<file path="config.mk">
export PLATFORM = sky130hd
export DESIGN_NAME = histo_deserializer
export DESIGN_NICKNAME = d
export VERILOG_FILES = /design/src/rtl/histo_link_pkg.sv /design/src/rtl/histo_link_sync.sv /design/src/rtl/histo_deserializer.sv
export SDC_FILE = /design/constraint.sdc
export NUM_CORES = 1
export LEC_CHECK = 0
export ABC_AREA = 1
export CORE_UTILIZATION = 38
export CTS_CLUSTER_DIAMETER = 40
export DETAILED_ROUTE_END_ITERATION = 8
export GPL_ROUTABILITY_DRIVEN = 1
export PLACE_DENSITY_LB_ADDON = 0.05
export SETUP_SLACK_MARGIN = 0.2
export SYNTH_ARGS = -nofsm -noshare
export SYNTH_HDL_FRONTEND = slang
export SYNTH_SLANG_ARGS = --single-unit
</file>
<file path="constraint.sdc">
create_clock -name fast_clk_in -period 1.6 [get_ports fast_clk_in]
set_input_delay 0.24 -clock fast_clk_in [delete_from_list [all_inputs] [get_ports fast_clk_in]]
set_output_delay 0.24 -clock fast_clk_in [all_outputs]
set_load 0.01 [all_outputs]
</file>
<file path="src/rtl/histo_link_pkg.sv">
// Shared definitions for the histogram serial link (serializer and deserializer).
// Bytes travel least-significant byte first, most-significant bit first within each byte.
package histo_link_pkg;

    localparam int unsigned HISTO_WORD_BYTES = 4;
    localparam int unsigned HISTO_BYTE_BITS  = 8;
    localparam int unsigned HISTO_WORD_BITS  = 32;

    typedef logic [HISTO_BYTE_BITS-1:0] histo_byte_t;
    typedef logic [HISTO_WORD_BITS-1:0] histo_word_t;

    // Byte lane idx occupies word bits [8*idx+7 : 8*idx].
    function automatic histo_word_t histo_put_byte(input histo_word_t word,
                                                   input logic [1:0]  idx,
                                                   input histo_byte_t data);
        histo_word_t res;
        res = word;
        res[{idx, 3'b000} +: HISTO_BYTE_BITS] = data;
        return res;
    endfunction

endpackage

</file>
<file path="src/rtl/histo_link_sync.sv">
// SCLK/MOSI synchronizer with a registered SCLK rise strobe and the MOSI sample
// aligned to it (mode 0: data is taken at the rising edge).
module histo_link_sync #(
    parameter int unsigned SYNC_STAGES = 2
) (
    input  logic fast_clk_in,
    input  logic reset,
    input  logic serial_clk_in,
    input  logic serial_in,
    output logic sclk_level,
    output logic rise,
    output logic rise_data
);

    logic [SYNC_STAGES-1:0] sclk_sync_q, sclk_sync_d;
    logic [SYNC_STAGES-1:0] mosi_sync_q, mosi_sync_d;
    logic                   sclk_prev_q, sclk_prev_d;
    logic                   rise_q, rise_d;
    logic                   data_q, data_d;

    always_comb begin
        sclk_sync_d = {sclk_sync_q[SYNC_STAGES-2:0], serial_clk_in};
        mosi_sync_d = {mosi_sync_q[SYNC_STAGES-2:0], serial_in};
        sclk_prev_d = sclk_sync_q[SYNC_STAGES-1];
        rise_d      = sclk_sync_q[SYNC_STAGES-1] & ~sclk_prev_q;
        data_d      = mosi_sync_q[SYNC_STAGES-1];
    end

    always_ff @(posedge fast_clk_in) begin
        if (reset) begin
            sclk_sync_q <= '0;
            mosi_sync_q <= '0;
            sclk_prev_q <= 1'b0;
            rise_q      <= 1'b0;
            data_q      <= 1'b0;
        end else begin
            sclk_sync_q <= sclk_sync_d;
            mosi_sync_q <= mosi_sync_d;
            sclk_prev_q <= sclk_prev_d;
            rise_q      <= rise_d;
            data_q      <= data_d;
        end
    end

    assign sclk_level = sclk_sync_q[SYNC_STAGES-1];
    assign rise       = rise_q;
    assign rise_data  = data_q;

endmodule

</file>
<file path="src/rtl/histo_deserializer.sv">
// Receive end of the histogram link: rebuilds 32-bit words from an oversampled
// SPI mode 0 stream and presents them on a one-deep valid/ready holding register.
module histo_deserializer
    import histo_link_pkg::*;
#(
    parameter int unsigned IDLE_TIMEOUT = 256,
    parameter int unsigned SYNC_STAGES  = 2
) (
    input  logic                       fast_clk_in,
    input  logic                       reset,
    input  logic                       serial_clk_in,
    input  logic                       serial_in,
    input  logic                       resync,
    input  logic                       clear_errors,
    output logic [HISTO_WORD_BITS-1:0] m_data,
    output logic                       m_valid,
    input  logic                       m_ready,
    output logic                       overrun,
    output logic                       frame_error,
    output logic [1:0]                 byte_index
);

    localparam int unsigned IDLE_W = 16;
    localparam int unsigned BIT_W  = $clog2(HISTO_BYTE_BITS);
    localparam int unsigned IDX_W  = $clog2(HISTO_WORD_BYTES);

    logic sclk_level, rise, rise_data;

    histo_link_sync #(.SYNC_STAGES(SYNC_STAGES)) u_sync (
        .fast_clk_in   (fast_clk_in),
        .reset         (reset),
        .serial_clk_in (serial_clk_in),
        .serial_in     (serial_in),
        .sclk_level    (sclk_level),
        .rise          (rise),
        .rise_data     (rise_data)
    );

    logic [IDLE_W-1:0]          idle_q, idle_d;
    logic [BIT_W-1:0]           bit_cnt_q, bit_cnt_d;
    logic [IDX_W-1:0]           byte_idx_q, byte_idx_d;
    logic [HISTO_BYTE_BITS-2:0] shift_q, shift_d;
    histo_word_t                word_q, word_d;
    logic                       word_done_q, word_done_d;
    histo_word_t                m_data_q, m_data_d;
    logic                       m_valid_q, m_valid_d;
    logic                       overrun_q, overrun_d;
    logic                       frame_error_q, frame_error_d;
    logic                       timeout, realign, frame_set, overrun_set;
    histo_byte_t                rx_byte;

    // Bit/byte assembly; a realign (timeout or resync) beats a coincident rise.
    always_comb begin
        idle_d      = idle_q;
        bit_cnt_d   = bit_cnt_q;
        byte_idx_d  = byte_idx_q;
        shift_d     = shift_q;
        word_d      = word_q;
        word_done_d = 1'b0;
        frame_set   = 1'b0;
        rx_byte     = {shift_q, rise_data};

        timeout = (idle_q == IDLE_W'(IDLE_TIMEOUT));
        realign = resync | timeout;

        if (sclk_level) begin
            idle_d = '0;
        end else if (!timeout) begin
            idle_d = idle_q + IDLE_W'(1);
        end

        if (realign) begin
            frame_set  = (bit_cnt_q != '0) || (byte_idx_q != '0);
            bit_cnt_d  = '0;
            byte_idx_d = '0;
        end else if (rise) begin
            shift_d   = rx_byte[HISTO_BYTE_BITS-2:0];
            bit_cnt_d = bit_cnt_q + BIT_W'(1);
            if (bit_cnt_q == BIT_W'(HISTO_BYTE_BITS - 1)) begin
                word_d      = histo_put_byte(word_q, byte_idx_q, rx_byte);
                byte_idx_d  = byte_idx_q + IDX_W'(1);
                word_done_d = (byte_idx_q == IDX_W'(HISTO_WORD_BYTES - 1));
            end
        end
    end

    // Holding register, handshake and sticky flags (a new error beats clear_errors).
    always_comb begin
        m_data_d    = m_data_q;
        m_valid_d   = m_valid_q;
        overrun_set = 1'b0;

        if (word_done_q) begin
            if (!m_valid_q || m_ready) begin
                m_data_d  = word_q;
                m_valid_d = 1'b1;
            end else begin
                overrun_set = 1'b1;
            end
        end else if (m_valid_q && m_ready) begin
            m_valid_d = 1'b0;
        end

        overrun_d     = (overrun_q & ~clear_errors) | overrun_set;
        frame_error_d = (frame_error_q & ~clear_errors) | frame_set;
    end

    always_ff @(posedge fast_clk_in) begin
        if (reset) begin
            idle_q        <= '0;
            bit_cnt_q     <= '0;
            byte_idx_q    <= '0;
            shift_q       <= '0;
            word_q        <= '0;
            word_done_q   <= 1'b0;
            m_data_q      <= '0;
            m_valid_q     <= 1'b0;
            overrun_q     <= 1'b0;
            frame_error_q <= 1'b0;
        end else begin
            idle_q        <= idle_d;
            bit_cnt_q     <= bit_cnt_d;
            byte_idx_q    <= byte_idx_d;
            shift_q       <= shift_d;
            word_q        <= word_d;
            word_done_q   <= word_done_d;
            m_data_q      <= m_data_d;
            m_valid_q     <= m_valid_d;
            overrun_q     <= overrun_d;
            frame_error_q <= frame_error_d;
        end
    end

    assign m_data      = m_data_q;
    assign m_valid     = m_valid_q;
    assign overrun     = overrun_q;
    assign frame_error = frame_error_q;
    assign byte_index  = byte_idx_q;

endmodule

</file>
* Yosys cells after proc, flatten, opt, wreduce, memory -nomap -nowiden *
Index checks and enable logic that the tools add are counted.

operators by class
  shifts and indexed selects = 2
  muxes and demuxes = 7
  bitwise gates (word level) = 11
  reductions and logical operators = 15
  add/sub/neg operators = 4
  eq/ne operators = 4

operator list
  operator                                                count
  bitwise mux 32 bit                                      1
  variable shift 8 x 7 -> 32 bit (first input constant)   1
  variable part select 8 x 7 -> 32 bit                    1
  adder 16 x 1 -> 16 bit (second input constant)          1
  equality test 16 x 9 -> 1 bit (second input constant)   1
  AND reduction 2 bit                                     4
  negation 5 -> 7 bit                                     1
  2-to-1 mux 1 bit                                        6
  inverter 1 bit                                          5
  nonzero test 2 bit                                      2
  OR reduction 2 bit                                      2
  OR reduction 4 bit                                      1
  adder 3 x 1 -> 3 bit (second input constant)            1
  AND 1 bit                                               3
  equality test 3 bit (second input constant)             1
  OR 1 bit                                                3
  AND reduction 3 bit                                     1
  nonzero test 3 bit                                      1
  adder 2 x 1 -> 2 bit (second input constant)            1
  equality test 2 bit (second input constant)             1
  logical OR 1 bit                                        2
  inequality test 2 x 1 -> 1 bit (second input constant)  1
  logical AND 1 bit                                       1
  zero test 1 bit                                         1

storage, ports and cells
  word-level logic and storage cells = 58
  flip-flop bits (word level) = 103
  output and inout bits = 37

* Logic depth before layout (Yosys ltp) *
  depth in word-level cells = 5
  mapped depth = 10
  gate-level depth less buffers = 9

* Cells and area by module *
Synthesis repeated with hierarchy kept, for this count alone.

second synthesis, totals
  cells, all modules = 590
  area total of the unflattened synthesis = 4640.7 sq um

by module, submodules not included
  module              times used  area each (sq um)  cells an instance
  histo_deserializer  1           4445.5             569
  histo_link_sync     1           195.2              21

* Worst setup path after synthesis *
No wires, ideal clock.

  path kind = register to register
  start point = register byte_idx_q[0], in the netlist byte_index[0]
  end point = register word_q[11]
  library setup time = 0.064 ns
  arrival time = 1.564 ns
  setup slack = -0.027 ns
  period minus slack after synthesis = 1.627 ns
  stages on the path, launching flop included = 8
  buffers on the path = 1
  data required time = 1.536 ns
  cell sequence = dfxtp_1 inv_1 ha_1 clkbuf_1 inv_1 nor2_1 o21bai_1 nor2_1

on the way
  longest elaborated chain between the ends = 3

RTL lines
  what                                                                                           line                       text
  from (decl)                                                                                    histo_deserializer.sv:41   logic [IDX_W-1:0] byte_idx_q, byte_idx_d;
  from (signal assigned)                                                                         histo_deserializer.sv:123  byte_idx_q <= byte_idx_d;
  negation 5 -> 7 bit (*)                                                                        histo_link_pkg.sv:18       res[{idx, 3'b000} +: HISTO_BYTE_BITS] = data;
  variable part select 8 x 7 -> 32 bit / variable shift 8 x 7 -> 32 bit (equally long branches)  histo_link_pkg.sv:18
  bitwise mux 32 bit (*)                                                                         histo_link_pkg.sv:18
  to (signal assigned)                                                                           histo_deserializer.sv:125  word_q <= word_d;
  to (decl)                                                                                      histo_deserializer.sv:43   histo_word_t word_q, word_d;

Every way passes the cells marked *; elsewhere a longest branch is shown, timed or not.
A chain may end at the register's enable or synchronous reset.

* Worst setup path after layout *
  start point = register bit_cnt_q[1]
  end point = register word_q[17]

on the way
  longest elaborated chain between the ends = 2

RTL lines
  what                                  line                       text
  from (decl)                           histo_deserializer.sv:40   logic [BIT_W-1:0] bit_cnt_q, bit_cnt_d;
  from (signal assigned)                histo_deserializer.sv:122  bit_cnt_q <= bit_cnt_d;
  equality test 3 bit                   histo_deserializer.sv:79   if (bit_cnt_q == BIT_W'(HISTO_BYTE_BITS - 1)) begin
  AND reduction 3 bit (no source line)  n/a

No other way between the ends.

==> impl_metrics.toml <==
[layout]
drive_gt1_frac = 0.215
nets = 665
final_cell_mix = "dfxtp_1 (95), nand2_1 (86), nor2_1 (80), inv_1 (66), a21oi_1 (52)"
area_delta_synth_final_pct = 31.5
fin_area_um2 = 5800
fillers = 1076
final_cells = 792
register_area_um2 = 2080
multiInputGateArea_um2 = 2230
n_antenna_cell = 0
final_common_cell = "dfxtp_1"

[sta]
finalSetupViolCount = 0
tightest_slew_ns = 0.336
fin_tns_setup_ns = 0
drv_slew = 0
clock_skew_ns = 0.00635
period_share = 0.927
fmax_ghz = 0.674
slew_headroom = 0.776
min_period_ns = 1.48
rsz0062_at_grt = "yes"
hold_violations = 0

[floorplanning]
die_y_um = 110
die_x_um = 110
initial_core_util = 0.399
fp.dieArea_um2 = 12100
rows = 38
num_io_pins = 44
core_area_um2 = 11100

[clock_tree]
cts.sinks = 103
hold_buffers = 0
clkLatencyLatePin_ns = 0.34
cts_buffer_depth = 2
cts_buffers = 9
clockRootBuffer = "clkbuf_16"
cts_tree = "yes"
htree_levels = 3
path_clk_slew_ns = 0.07

[synthesis]
synth_seq_area_share = 0.467
synth.avg_cell_area_um2 = 7.61
postSynthCellCount = 580
ys_types = 32
syn_area_um2 = 4420
yosysTopAreaCellShare = 0.467
yosys_warnings = 0
synth_nets = 598
synth_area_leaders = "dfxtp_1 (47%), nand2_1 (8.3%), nor2_1 (7.7%)"
synth_seq_cells = 103
yosys.area.top_type = "dfxtp_1"

[min_path]
hold_class = "flip-flop to flip-flop"

[worst_setup_path]
required_ns = 1.84
cp-end-kind = "flip-flop"
crit_arrival_ns = 1.72
path_class = "flip-flop to flip-flop"
critical_path.startpoint_type = "flip-flop"
worstPathMaxFanout = 16

[global_route]
use_met2 = 0.258
grt_max_degree = 65
grt_pass1_wl_mm = 16.1
grtUsageTotal = 0.173
grt_pass1_vias = 3435
grt_antenna_before_repair = 0
grt-busiest-layer = "met2"
use_met1 = 0.237
met3_usage = 0.0397
overflow = 0

[placed_design]
port_buffers = 43
place.detailed.hpwl_mm = 6.21
place_area_um2 = 5060
dp.cells = 751
gp_congestion = 0.792

[route]
postRouteAntennaNets = 0
drt_pass1_iterations = 4
num_vias = 3694
routed_wl_mm = 9.74
via_per_inst = 4.66
drc = 0
drtIter0Drc = 176
routedWlPerCell_um = 12.3

[run_status]
status = "finished, final reports clean"

[power_and_ir_drop]
p_leak_nw = 2.51
powerDensity_nw_per_um2 = 835
irDropWorstVdd_mv = 0.620

[job]
cap_viol_max_count = 0
[kinds of logic (layout without fill, tap and decap cells)]
logic type,count (synthesis),after routing,synth area share
AOI/OAI and AO/OA,121,121,0.152
xor gates and xnor gates,3,3,0.00595
adders and majority gates,11,11,0.0312
buffers and inverters,105,173,0.0995
DFF,103,103,0.467
and+or+nand+nor,237,241,0.245
[metal layers]
layer | share of wire | vias to the layer above
li1 | - | 1978
met1 | 0.52 | 1631
met2 | 0.42 | 65
met3 | 0.038 | 20
met4 | 0.022 | 0
met5 | 0 | -
[sequential cells by signal, indices dropped and copies added (netlist names)]
signal              cells
word_done_q             1
frame_error             1
u_sync.rise_data        1
word_q                 32
overrun                 1
idle_q                 16
shift_q                 7
bit_cnt_q               3
u_sync.rise             1
u_sync.sclk_sync_q      2
u_sync.mosi_sync_q      2
m_data                 32
m_valid                 1
byte_index              2
u_sync.sclk_prev_q      1
[per-stage QoR]
| stage | util | total power [W] | hold WS, ns | setup WS [ns] |
|---|---|---|---|---|
| finish | 0.524 | 0.00485 | 0.395 | 0.116 |
| global route | 0.524 | 0.00504 | 0.408 | 0.0352 |
| CTS | 0.493 | 0.00491 | 0.399 | 0.138 |
| detailed placement | 0.457 | 0.00281 | 0.390 | 0.0413 |
| global placement | 0.457 | 0.00280 | 0.377 | 0.0746 |
| floorplan | - | 0.00275 | 0.347 | 0.201 |
[power breakdown]
group | switching [W] | internal, W | total, W
sequential | 0.0000118 | 0.00258 | 0.00259
combinational | 0.000118 | 0.000101 | 0.000219
clock | 0.000896 | 0.00114 | 0.00204
[layout make-up]
class / count / area share
timing repair buffer: 76 / 0.126
multi-input combinational: 376 / 0.384
sequential: 103 / 0.358
inverter: 81 / 0.0548
tap: 140 / 0.0302
clock buffer: 16 / 0.0468
[path summary, 6_finish.rpt]
check                              endpoint                from  cells after the start  slack, ns
worst max-delay path             word_q[17]        bit_cnt_q[1]                      8       0.12
worst min-delay path            u_sync.rise  u_sync.sclk_prev_q                      1       0.40
worst max register to register   word_q[17]        bit_cnt_q[1]                      8       0.12
worst min register to register  u_sync.rise  u_sync.sclk_prev_q                      1       0.40
[worst max-delay path, cell delays in order (launching register included)]
cell and delay [ns]:
dfxtp_2 0.35, ha_4 0.14, ha_4 0.12, nand2_4 0.07, inv_8 0.07, buf_12 0.12, nand4_4 0.23, o21bai_1 0.22
nor2_1 0.05
[Yosys cell counts (all sizes together)]
master	n
a211oi	1
a21oi	64
a31oi	1
buf	7
clkbuf	17
clkinv	2
dfxtp	103
ha	11
inv	79
nand2	99
nand3	18
nand4	10
nor2	101
nor3	8
o21a	1
o21ai	40
o21bai	13
o31ai	1
or2	1
xor2	3
[timing repair]
action,in CTS,in global routing
gates resized for setup,59,58
buffers inserted,8,13
pin swaps,11,22
setup endpoints to repair,80,53
gates cloned,2,2
No activity file was read; power rests on OpenSTA's default activity.
